**src/rtl/rr_arb_4.sv**
```systemverilog
// Four-requester round-robin arbiter with break-before-make gap and hold timeout.
// All outputs are registered; a grant is issued one cycle after the request is sampled.
module rr_arb_4 #(
    parameter int HOLD_MAX = 16,
    parameter int CNT_W    = 8
) (
    input  logic       clk_in,
    input  logic       rst_n_in,
    input  logic       en_in,
    input  logic [3:0] req_in,
    input  logic       done_in,
    output logic [3:0] gnt_out,
    output logic [1:0] gnt_idx_out,
    output logic       gnt_vld_out,
    output logic       timeout_out
);

    typedef enum logic [1:0] {
        ST_IDLE,
        ST_GRANT,
        ST_GAP
    } state_t;

    localparam logic [CNT_W-1:0] CNT_LAST = CNT_W'(HOLD_MAX - 1);

    state_t           r_state, w_state_nxt;
    logic [1:0]       r_ptr, w_ptr_nxt;
    logic [CNT_W-1:0] r_cnt, w_cnt_nxt;
    logic [3:0]       r_gnt, w_gnt_nxt;
    logic [1:0]       r_idx, w_idx_nxt;
    logic             r_vld, w_vld_nxt;
    logic             r_timeout, w_timeout_nxt;

    logic             w_any;
    logic [1:0]       w_winner;

    // Scan from the highest offset down so the slot nearest r_ptr is written last and wins.
    always_comb begin : pick_winner
        w_any    = |req_in;
        w_winner = r_ptr;
        for (int i = 3; i >= 0; i--) begin
            if (req_in[r_ptr + 2'(i)]) begin
                w_winner = r_ptr + 2'(i);
            end
        end
    end

    // NOTE: every combinational output gets a default first, so no path can infer a latch.
    always_comb begin : next_state
        w_state_nxt   = r_state;
        w_ptr_nxt     = r_ptr;
        w_cnt_nxt     = r_cnt;
        w_gnt_nxt     = r_gnt;
        w_idx_nxt     = r_idx;
        w_vld_nxt     = r_vld;
        w_timeout_nxt = 1'b0;

        case (r_state)
            ST_IDLE: begin
                w_gnt_nxt = 4'b0000;
                w_vld_nxt = 1'b0;
                if (en_in && w_any) begin
                    w_state_nxt = ST_GRANT;
                    w_gnt_nxt   = 4'b0001 << w_winner;
                    w_idx_nxt   = w_winner;
                    w_vld_nxt   = 1'b1;
                    w_cnt_nxt   = '0;
                end
            end

            ST_GRANT: begin
                // Voluntary release (done or request drop) outranks the timeout.
                if (done_in || !req_in[r_idx] || (r_cnt == CNT_LAST)) begin
                    w_state_nxt   = ST_GAP;
                    w_gnt_nxt     = 4'b0000;
                    w_vld_nxt     = 1'b0;
                    w_ptr_nxt     = r_idx + 2'd1;
                    w_timeout_nxt = !done_in && req_in[r_idx];
                end else begin
                    w_cnt_nxt = r_cnt + CNT_W'(1);
                end
            end

            ST_GAP: begin
                w_state_nxt = ST_IDLE;
                w_gnt_nxt   = 4'b0000;
                w_vld_nxt   = 1'b0;
            end

            default: begin
                w_state_nxt = ST_IDLE;
                w_gnt_nxt   = 4'b0000;
                w_vld_nxt   = 1'b0;
            end
        endcase
    end

    // NOTE: sequential state uses non-blocking assignments so every register samples pre-edge values.
    always_ff @(posedge clk_in or negedge rst_n_in) begin
        if (!rst_n_in) begin
            r_state   <= ST_IDLE;
            r_ptr     <= 2'd0;
            r_cnt     <= '0;
            r_gnt     <= 4'b0000;
            r_idx     <= 2'd0;
            r_vld     <= 1'b0;
            r_timeout <= 1'b0;
        end else begin
            r_state   <= w_state_nxt;
            r_ptr     <= w_ptr_nxt;
            r_cnt     <= w_cnt_nxt;
            r_gnt     <= w_gnt_nxt;
            r_idx     <= w_idx_nxt;
            r_vld     <= w_vld_nxt;
            r_timeout <= w_timeout_nxt;
        end
    end

    assign gnt_out     = r_gnt;
    assign gnt_idx_out = r_idx;
    assign gnt_vld_out = r_vld;
    assign timeout_out = r_timeout;

endmodule

```
**config.mk**
```make
export PLATFORM = sky130hd
export DESIGN_NAME = rr_arb_4
export DESIGN_NICKNAME = d
export VERILOG_FILES = /design/src/rtl/rr_arb_4.sv
export SDC_FILE = /design/constraint.sdc
export NUM_CORES = 1
export LEC_CHECK = 0
export CORE_MARGIN = 2
export CORE_UTILIZATION = 40
export CTS_CLUSTER_SIZE = 40
export DETAILED_ROUTE_END_ITERATION = 12
export GPL_ROUTABILITY_DRIVEN = 0
export GPL_TIMING_DRIVEN = 1
export PLACE_DENSITY = 0.65
export SLEW_MARGIN = 20
export SYNTH_ARGS = -nofsm -noshare
export SYNTH_HDL_FRONTEND = slang
export SYNTH_SLANG_ARGS = --single-unit
```
**constraint.sdc**
```tcl
create_clock -name clk_in -period 4.1 [get_ports clk_in]
set_clock_uncertainty 0.05 [all_clocks]
set_input_delay 1.23 -clock clk_in [delete_from_list [all_inputs] [get_ports clk_in]]
set_output_delay 1.23 -clock clk_in [all_outputs]
set_load 0.02 [all_outputs]
```
---- Yosys cells after proc, flatten, opt, wreduce, memory -nomap -nowiden ----
Index checks and enable logic that the tools add are counted.
Widths: inputs -> output; s select.
word-level totals
  bits in registers ....................... 20
  input port bits ......................... 8
  output and inout bits ................... 8
  word-level logic and storage cells ...... 64
operators by class
  $add $sub $neg .......................... 5
  order comparisons ....................... 5
  equality and inequality tests ........... 5
  shift operators ......................... 1
  multiplexer cells ....................... 28
  reductions and logical operators ........ 13
operator list
  kind                 count
  $mux 8               2
  $pmux 8 s2           1
  $lt 2x3->1 const B   5
  $mux 2               6
  $bmux 1 s2           5
  $mux 1               9
  $add 8x1->8 const B  1
  $eq 8x4->1 const B   1
  $mux 4               2
  $pmux 4 s2           1
  $ne 2x2->1 const B   3
  $reduce_and 2->1     3
  $add 2x1->2 const B  2
  $add 2x2->2 const B  2
  $pmux 2 s2           1
  $reduce_or 4->1      1
  $shl 1x2->4 const A  1
  $reduce_and 3->1     1
  $eq 2x1->1 const B   1
  $logic_and 1x1->1    2
  $logic_not 1->1      2
  $logic_not 2->1      1
  $logic_or 1x1->1     2
  $pmux 1 s2           1
  $reduce_bool 2->1    1

---- Logic depth before layout (Yosys ltp) ----
Gate-level depths: netlist (run 1).
  word-level depth ........................ 10
  gate-level depth with buffers ........... 6
  depth with buffers taken out ............ 5

---- Least setup slack after synthesis (run 1) ----
No wires, ideal clock.
  path kind ............................... input to register
  start ................................... in done_in
  end ..................................... reg r_cnt[2]
  setup time .............................. 139 ps
  arrival ................................. 2438 ps
  path slack .............................. 1473 ps
  stages on the path ...................... 5
  path buffers ............................ 1
  path through ............................ or4b_1 o32a_2 buf_2 o311ai_0 o31ai_1
on the way
  cells in the longest elaborated chain, start to end .. 4
RTL lines
  element                            RTL line  text
  start: declaration                 11        input logic done_in,
  $logic_or 1x1->1 (2 in a row)      73        if (done_in || !req_in[r_idx] || (r_cnt == CNT_LAST)) begin
  $ne 2x2->1 (no source line)        -
  $reduce_and 3->1 (no source line)  -
  end signal: assignment             111       r_cnt <= w_cnt_nxt;
  end: declaration                   28        logic [CNT_W-1:0] r_cnt, w_cnt_nxt;
No other way between the ends.
A chain may end at the register's enable or synchronous reset.

---- Final worst setup path (run 1) ----
  start ................................... in done_in
  end ..................................... reg r_cnt[1]
Same word-level chain as after synthesis.

==> results of run 1 <==
Yosys cell counts:
cell type   n  area (um^2)
or4b_1      1         10.0
o21bai_1    1         7.51
nand4_1     2         12.5
or3_1       3         18.8
dfrtp_1    20          500
nor2_1      5         18.8
a2bb2oi_1   1         8.76
or4_1       2         15.0
nand2b_1    2         12.5
o22ai_1     2         12.5
a21oi_1     6         30.0
and2_1      2         12.5
o32a_2      1         11.3
or2_2       1         6.26
o31ai_1     2         15.0
buf_2       1         5.00
inv_1       3         11.3
mux2_2      1         11.3
nor3b_1     2         15.0
clkbuf_1    2         7.51
o211ai_1    1         7.51
o21ai_0     7         35.0
xor2_1      1         8.76
nand3_1     3         15.0
a21o_1      1         7.51
ha_1        1         12.5
mux2i_1     5         50.1
a22o_1      2         17.5
nor4_1      1         6.26
a21boi_0    1         7.51
a31oi_1     1         6.26
nor2b_1     2         12.5
and4_1      1         8.76
and3_1      1         6.26
a22oi_1     1         7.51
nand2_1     9         33.8
o2bb2ai_1   3         26.3
o311ai_0    1         8.76
nor3_1      1         5.00
registers in the layout, indices dropped and copies added, names as in the netlist:
signal,count
gnt_idx_out,2
timeout_out,1
r_state,2
r_cnt,8
gnt_vld_out,1
gnt_out,4
r_ptr,2
cell usage in the layout, fill, tap and decap left out, drive strengths merged, types with 2 or more instances in the layout:
master	count
dfrtp	20
clkdlybuf4s50	15
nand2	9
o21ai	7
a21oi	6
mux2i	5
nor2	5
inv	3
o2bb2ai	3
nand3	3
or3	3
clkbuf	3
nand2b	2
o22ai	2
nor3b	2
and2	2
nor2b	2
or4	2
a22o	2
nand4	2
o31ai	2
stage by stage:
| stage | cell area, um^2 | total power (uW) | util, % | setup WS, ps | hold WS [ps] |
|---|---|---|---|---|---|
| after CTS | 1250 | 722 | 51.0 | 1250 | 452 |
| after global placement | 1200 | 554 | 48.9 | 964 | 414 |
| after floorplan | 1020 | 462 | - | 1470 | 428 |
| after global routing | 1250 | 768 | 51.0 | 1160 | 468 |
| final | 1250 | 717 | 51.0 | 1250 | 448 |
| after detailed placement | 1200 | 557 | 48.9 | 934 | 419 |
cell type report:
type / instances / area [um^2]
fillers: 234 / 1200
flip-flops and latches: 20 / 500
multi-input cells: 77 / 500
repair buffers: 15 / 150
well taps: 30 / 37.5
clock inverters: 1 / 30.0
clock buffers: 3 / 22.5
inverters: 3 / 11.3
how the worst max path moves through the flow:
stage	end
global placement	r_cnt[1]
floorplan	r_cnt[2]
global route	r_cnt[1]
finish	r_cnt[1]
CTS	r_cnt[1]
detailed placement	r_cnt[1]
cell families (layout without fill, tap and decap cells):
family                     Yosys count  in the layout  synth area share, %
AOI/OAI and AO/OA                   31             31                 20.4
muxes                                6              6                 5.98
buffers and inverters                6             22                 2.32
DFF                                 20             20                 48.8
xor gates and xnor gates             1              1                0.855
and+or+nand+nor                     38             38                 20.4
adders and majority gates            1              1                 1.22
metal layers:
layer	track usage [%]	vias to the layer above	wire, um
li1	-	416	-
met1	24.1	416	1060
met2	22.2	12	892
met3	5.74	5	81
met4	5.00	0	29
met5	0	-	0
power breakdown:
part / switching [uW] / internal, uW / leakage (uW)
clock: 63.8 / 98.9 / 0.0000279
combinational: 137 / 118 / 0.000225
sequential: 53.7 / 246 / 0.000266
worst max-delay path, stage by stage:
cell and delay, ps:
clkdlybuf4s50_1 440, or4b_1 480, o32a_2 310, nor2_1 360
mux2i_1 220
==> impl_metrics.tcl, run 1 <==
set metrics [dict create \
    outcome "finished clean" \
    initial_utilization_pct 41.7 \
    drt_pre_antenna_iters 4 \
    grt_setup_unrepaired "no" \
    vias_per_cell 5.70 \
    crit-reg2reg-capture "r_cnt[1]" \
    hold_violations 0 \
    clk_latency_ps 310 \
    reg2reg_start "gnt_idx_out[0]" \
    route.detailed.wl_per_inst_um 13.9 \
    power.leakage_uw 0.000518 \
    critical_path_required_ps 4290 \
    postCtsResizedCells 0 \
    postRouteAntennaNets 0 \
    path_max_fanout 15 \
    synth.net_count 112 \
    crit_start "done_in" \
    setup_viol 0 \
    standard_cell_rows 18 \
    cp-end-kind "flip-flop" \
    synthesized_area_divided_by_synthesized_cell_count_um2 9.95 \
    arrival_ps 3040 \
    finish.cell_count_without_fillers 149 \
    cts_htree_levels 1 \
    postCtsSetupBuffers 0 \
    clock_tree.buffer_depth 2 \
    ys_seq_area_share_pct 48.8 \
    worst_slew_pin_slew_ps 878 \
    drive_above_1_share_pct 5.88 \
    layout.nets 129 \
    dr.first_iter.drc_count 10 \
    total_of_flip_flops_plus_latches_after_synthesis 20 \
    chipHeight_um 54.6 \
    min_delay_worst_endpoint "gnt_vld_out" \
    final.period_utilization_pct 69.5 \
    ys_types 39 \
    min-delay-path-class "reg2reg" \
    post_cts_hold_buffer_count 0 \
    grt_pass1_vias 766 \
    final-max-slew-violation-count 0 \
    number_of_sinks_handled_by_clock_tree_synthesis 20 \
    routed-via-count 849 \
    maxClockFrequency_ghz 0.351 \
    tritoncts "done" \
    hold_start "gnt_vld_out" \
    fp.dieArea_mm2 0.00298 \
    max_cap_violations 0 \
    grt_antenna_before_repair 0 \
    grt_start_max_net_pins 21 \
    coreArea_mm2 0.00245 \
    timing.setup.critical_path_class "in2reg" \
    area_added_between_synthesis_and_finish_pct 22.2 \
    overflow_after_grt 0 \
    fin_tns_setup_ps 0 \
    worst-r2r-setup-slack_ps 2090 \
    worst_ir_drop_vdd_v 0.000468 \
    hold-path-cell-count 1 \
    worst_setup_hold_path_clk_slew_ps 110 \
    route.detailed.drc 0 \
    grt_usage_pct 16.4 \
    slew_headroom_pct 41.3 \
    grt_first_pass_wirelength_um 3440 \
    hpwl_reported_at_the_end_of_detailed_placement_um 1490 \
    antenna_cells 0 \
    wl_um 2070 \
    portBuffers 15 \
    post-route-min-period_ps 2850 \
    syn_inst 103 \
    rr_worst_depth 4 \
    total_clock_buffers_created_by_cts 3 \
    startpoint_type "input port" \
    syn-cell-area_mm2 0.00102 \
    cts-root-buf "clkbuf_4" \
    die_width_um 54.6 \
    power_density_mw_per_mm2 572 \
    io_pins 16 \
    synth_warnings 0 \
    dp_cells 145 \
]
Note: power is estimated with default switching activity, not from simulation.
==> run 2: changes to the inputs <==
==> constraint.sdc (replaced) <==
create_clock -name clk_in -period 2.7 [get_ports clk_in]
set_clock_uncertainty 0.05 [all_clocks]
set_input_delay 0.81 -clock clk_in [delete_from_list [all_inputs] [get_ports clk_in]]
set_output_delay 0.81 -clock clk_in [all_outputs]
set_load 0.02 [all_outputs]
==> run 2 against run 1 <==
  * Clock power is 16% lower
  * Clock-buffer cell count stayed put
  * Sequential power is 54% higher
  * Die area stayed put
  * Register-to-register slack worse by 1400 ps
  * Non-clock buffer count is 5 higher
  * Largest cell class unchanged
==> impl_metrics.tcl, run 2 (synthesis gave the netlist of run 1 again) <==
set metrics [dict create \
    worst_slew_pin_slew_ps 350 \
    final.period_utilization_pct 90.4 \
    hold_start "gnt_vld_out" \
    power_density_mw_per_mm2 796 \
    leading_cell_type_in_the_layout_fill_and_taps_excluded "dfrtp_1" \
    layout.nets 134 \
    fin_tns_setup_ps 0 \
    route.detailed.drc 0 \
    p_total_uw 1000 \
    tritoncts "done" \
    arrival_ps 2610 \
    min-delay-path-class "reg2reg" \
    grt_setup_unrepaired "no" \
    total_clock_buffers_created_by_cts 3 \
    io_pins 16 \
    cts_htree_levels 1 \
    clk_latency_ps 300 \
    hold_violations 0 \
    worst_setup_hold_path_clk_slew_ps 90 \
    grt_start_max_net_pins 21 \
    min_delay_worst_endpoint "gnt_vld_out" \
    drive_above_1_share_pct 8.94 \
    antenna_cells 0 \
    largest_register_ffs 8 \
    worst-r2r-setup-slack_ps 700 \
    vias_per_cell 5.57 \
    power.leakage_uw 0.000529 \
    reg2reg_start "gnt_idx_out[0]" \
    hold-path-cell-count 1 \
    crit-reg2reg-capture "r_cnt[4]" \
    postCtsResizedCells 0 \
    slowest_stage "or4b_1" \
    path_max_fanout 15 \
    postCtsSetupBuffers 0 \
    dp_cells 150 \
    number_of_sinks_handled_by_clock_tree_synthesis 20 \
    worst_ir_drop_vdd_v 0.000589 \
    route.detailed.wl_per_inst_um 13.9 \
    startpoint_type "input port" \
    post-route-min-period_ps 2440 \
    drt_pre_antenna_iters 4 \
    grt_antenna_before_repair 0 \
    die_width_um 54.6 \
    finish.cell_count_without_fillers 153 \
    postRouteAntennaNets 0 \
    final-max-slew-violation-count 0 \
    critPathMaxStageDelay_ps 480 \
    fp.dieArea_mm2 0.00298 \
    post_cts_hold_buffer_count 0 \
    coreArea_mm2 0.00245 \
    initial_utilization_pct 41.7 \
    cts-root-buf "clkbuf_4" \
    area_added_between_synthesis_and_finish_pct 23.0 \
    setup_viol 0 \
    portBuffers 15 \
    hpwl_reported_at_the_end_of_detailed_placement_um 1570 \
    wl_um 2130 \
    maxClockFrequency_ghz 0.410 \
    rr_worst_depth 4 \
    max_cap_violations 0 \
    routed-via-count 852 \
    timing.critical_path.cells "clkdlybuf4s50_1 > or4b_1 > o32a_2 > or4_1 > a21oi_1" \
    register_with_the_highest_flop_count "r_cnt" \
    grt_pass1_vias 728 \
    slew_headroom_pct 76.4 \
    layout.cells.most_common_list "dfrtp_1, clkdlybuf4s50_1, nand2_1, o21ai_0, a21oi_1" \
    cp-end-kind "flip-flop" \
    timing.setup.critical_path_class "in2reg" \
    clock_tree.buffer_depth 2 \
    standard_cell_rows 18 \
    chipHeight_um 54.6 \
    dr.first_iter.drc_count 11 \
    outcome "finished clean" \
    grt_usage_pct 15.3 \
    critical_path_required_ps 2870 \
    grt_first_pass_wirelength_um 3260 \
    final_util_pct 51.3 \
    overflow_after_grt 0 \
]
-- run 2: cell count changes in the layout (fill, tap and decap cells not counted), sizes merged --
cell,before,now
buf,0,5
bufinv,1,0
-- run 2: area by class of cell --
class	instances	area [um^2]
well taps	30	37.5
repair buffers	20	188
inverters	3	11.3
fillers	225	1190
flip-flops and latches	20	500
multi-input cells	77	500
clock buffers	3	22.5
-- run 2: where the power goes --
| group | switching, uW | internal (uW) |
|---|---|---|
| Sequential | 86.3 | 373 |
| Clock | 85.4 | 51.9 |
| Combinational | 213 | 193 |
| Total | 385 | 618 |
-- run 2: critical path: cells and delay by family --
| family | cells | cell delay, ps |
|---|---|---|
| AND/OR/NAND/NOR | 2 | 900 |
| AO/OA/AOI/OAI | 2 | 460 |
| buffers and inverters | 1 | 440 |
-- run 2: how the worst max path moves through the flow --
| stage | start | endpoint | slack, ps |
|---|---|---|---|
| after floorplan | done_in | r_cnt[2] | 490 |
| after global placement | done_in | r_cnt[4] | 30 |
| after detailed placement | done_in | r_cnt[4] | 0.08 |
| after CTS | done_in | r_cnt[4] | 300 |
| after global routing | done_in | r_cnt[4] | 230 |
| final | done_in | r_cnt[4] | 260 |
-- run 2: per-stage QoR --
stage	cell area (um^2)	hold slack [ps]	setup slack [ps]
finish	1260	441	259
global placement	1240	414	31.4
detailed placement	1240	419	0.0833
CTS	1260	452	298
global route	1260	467	234
floorplan	1020	428	493
-- run 2: routing by layer --
metal	track usage (%)	vias up	share of wire, %
li1	-	435	-
met1	21.5	404	50
met4	2.50	0	0.70
met5	0	-	0
met2	23.8	11	47
met3	4.10	2	2.5
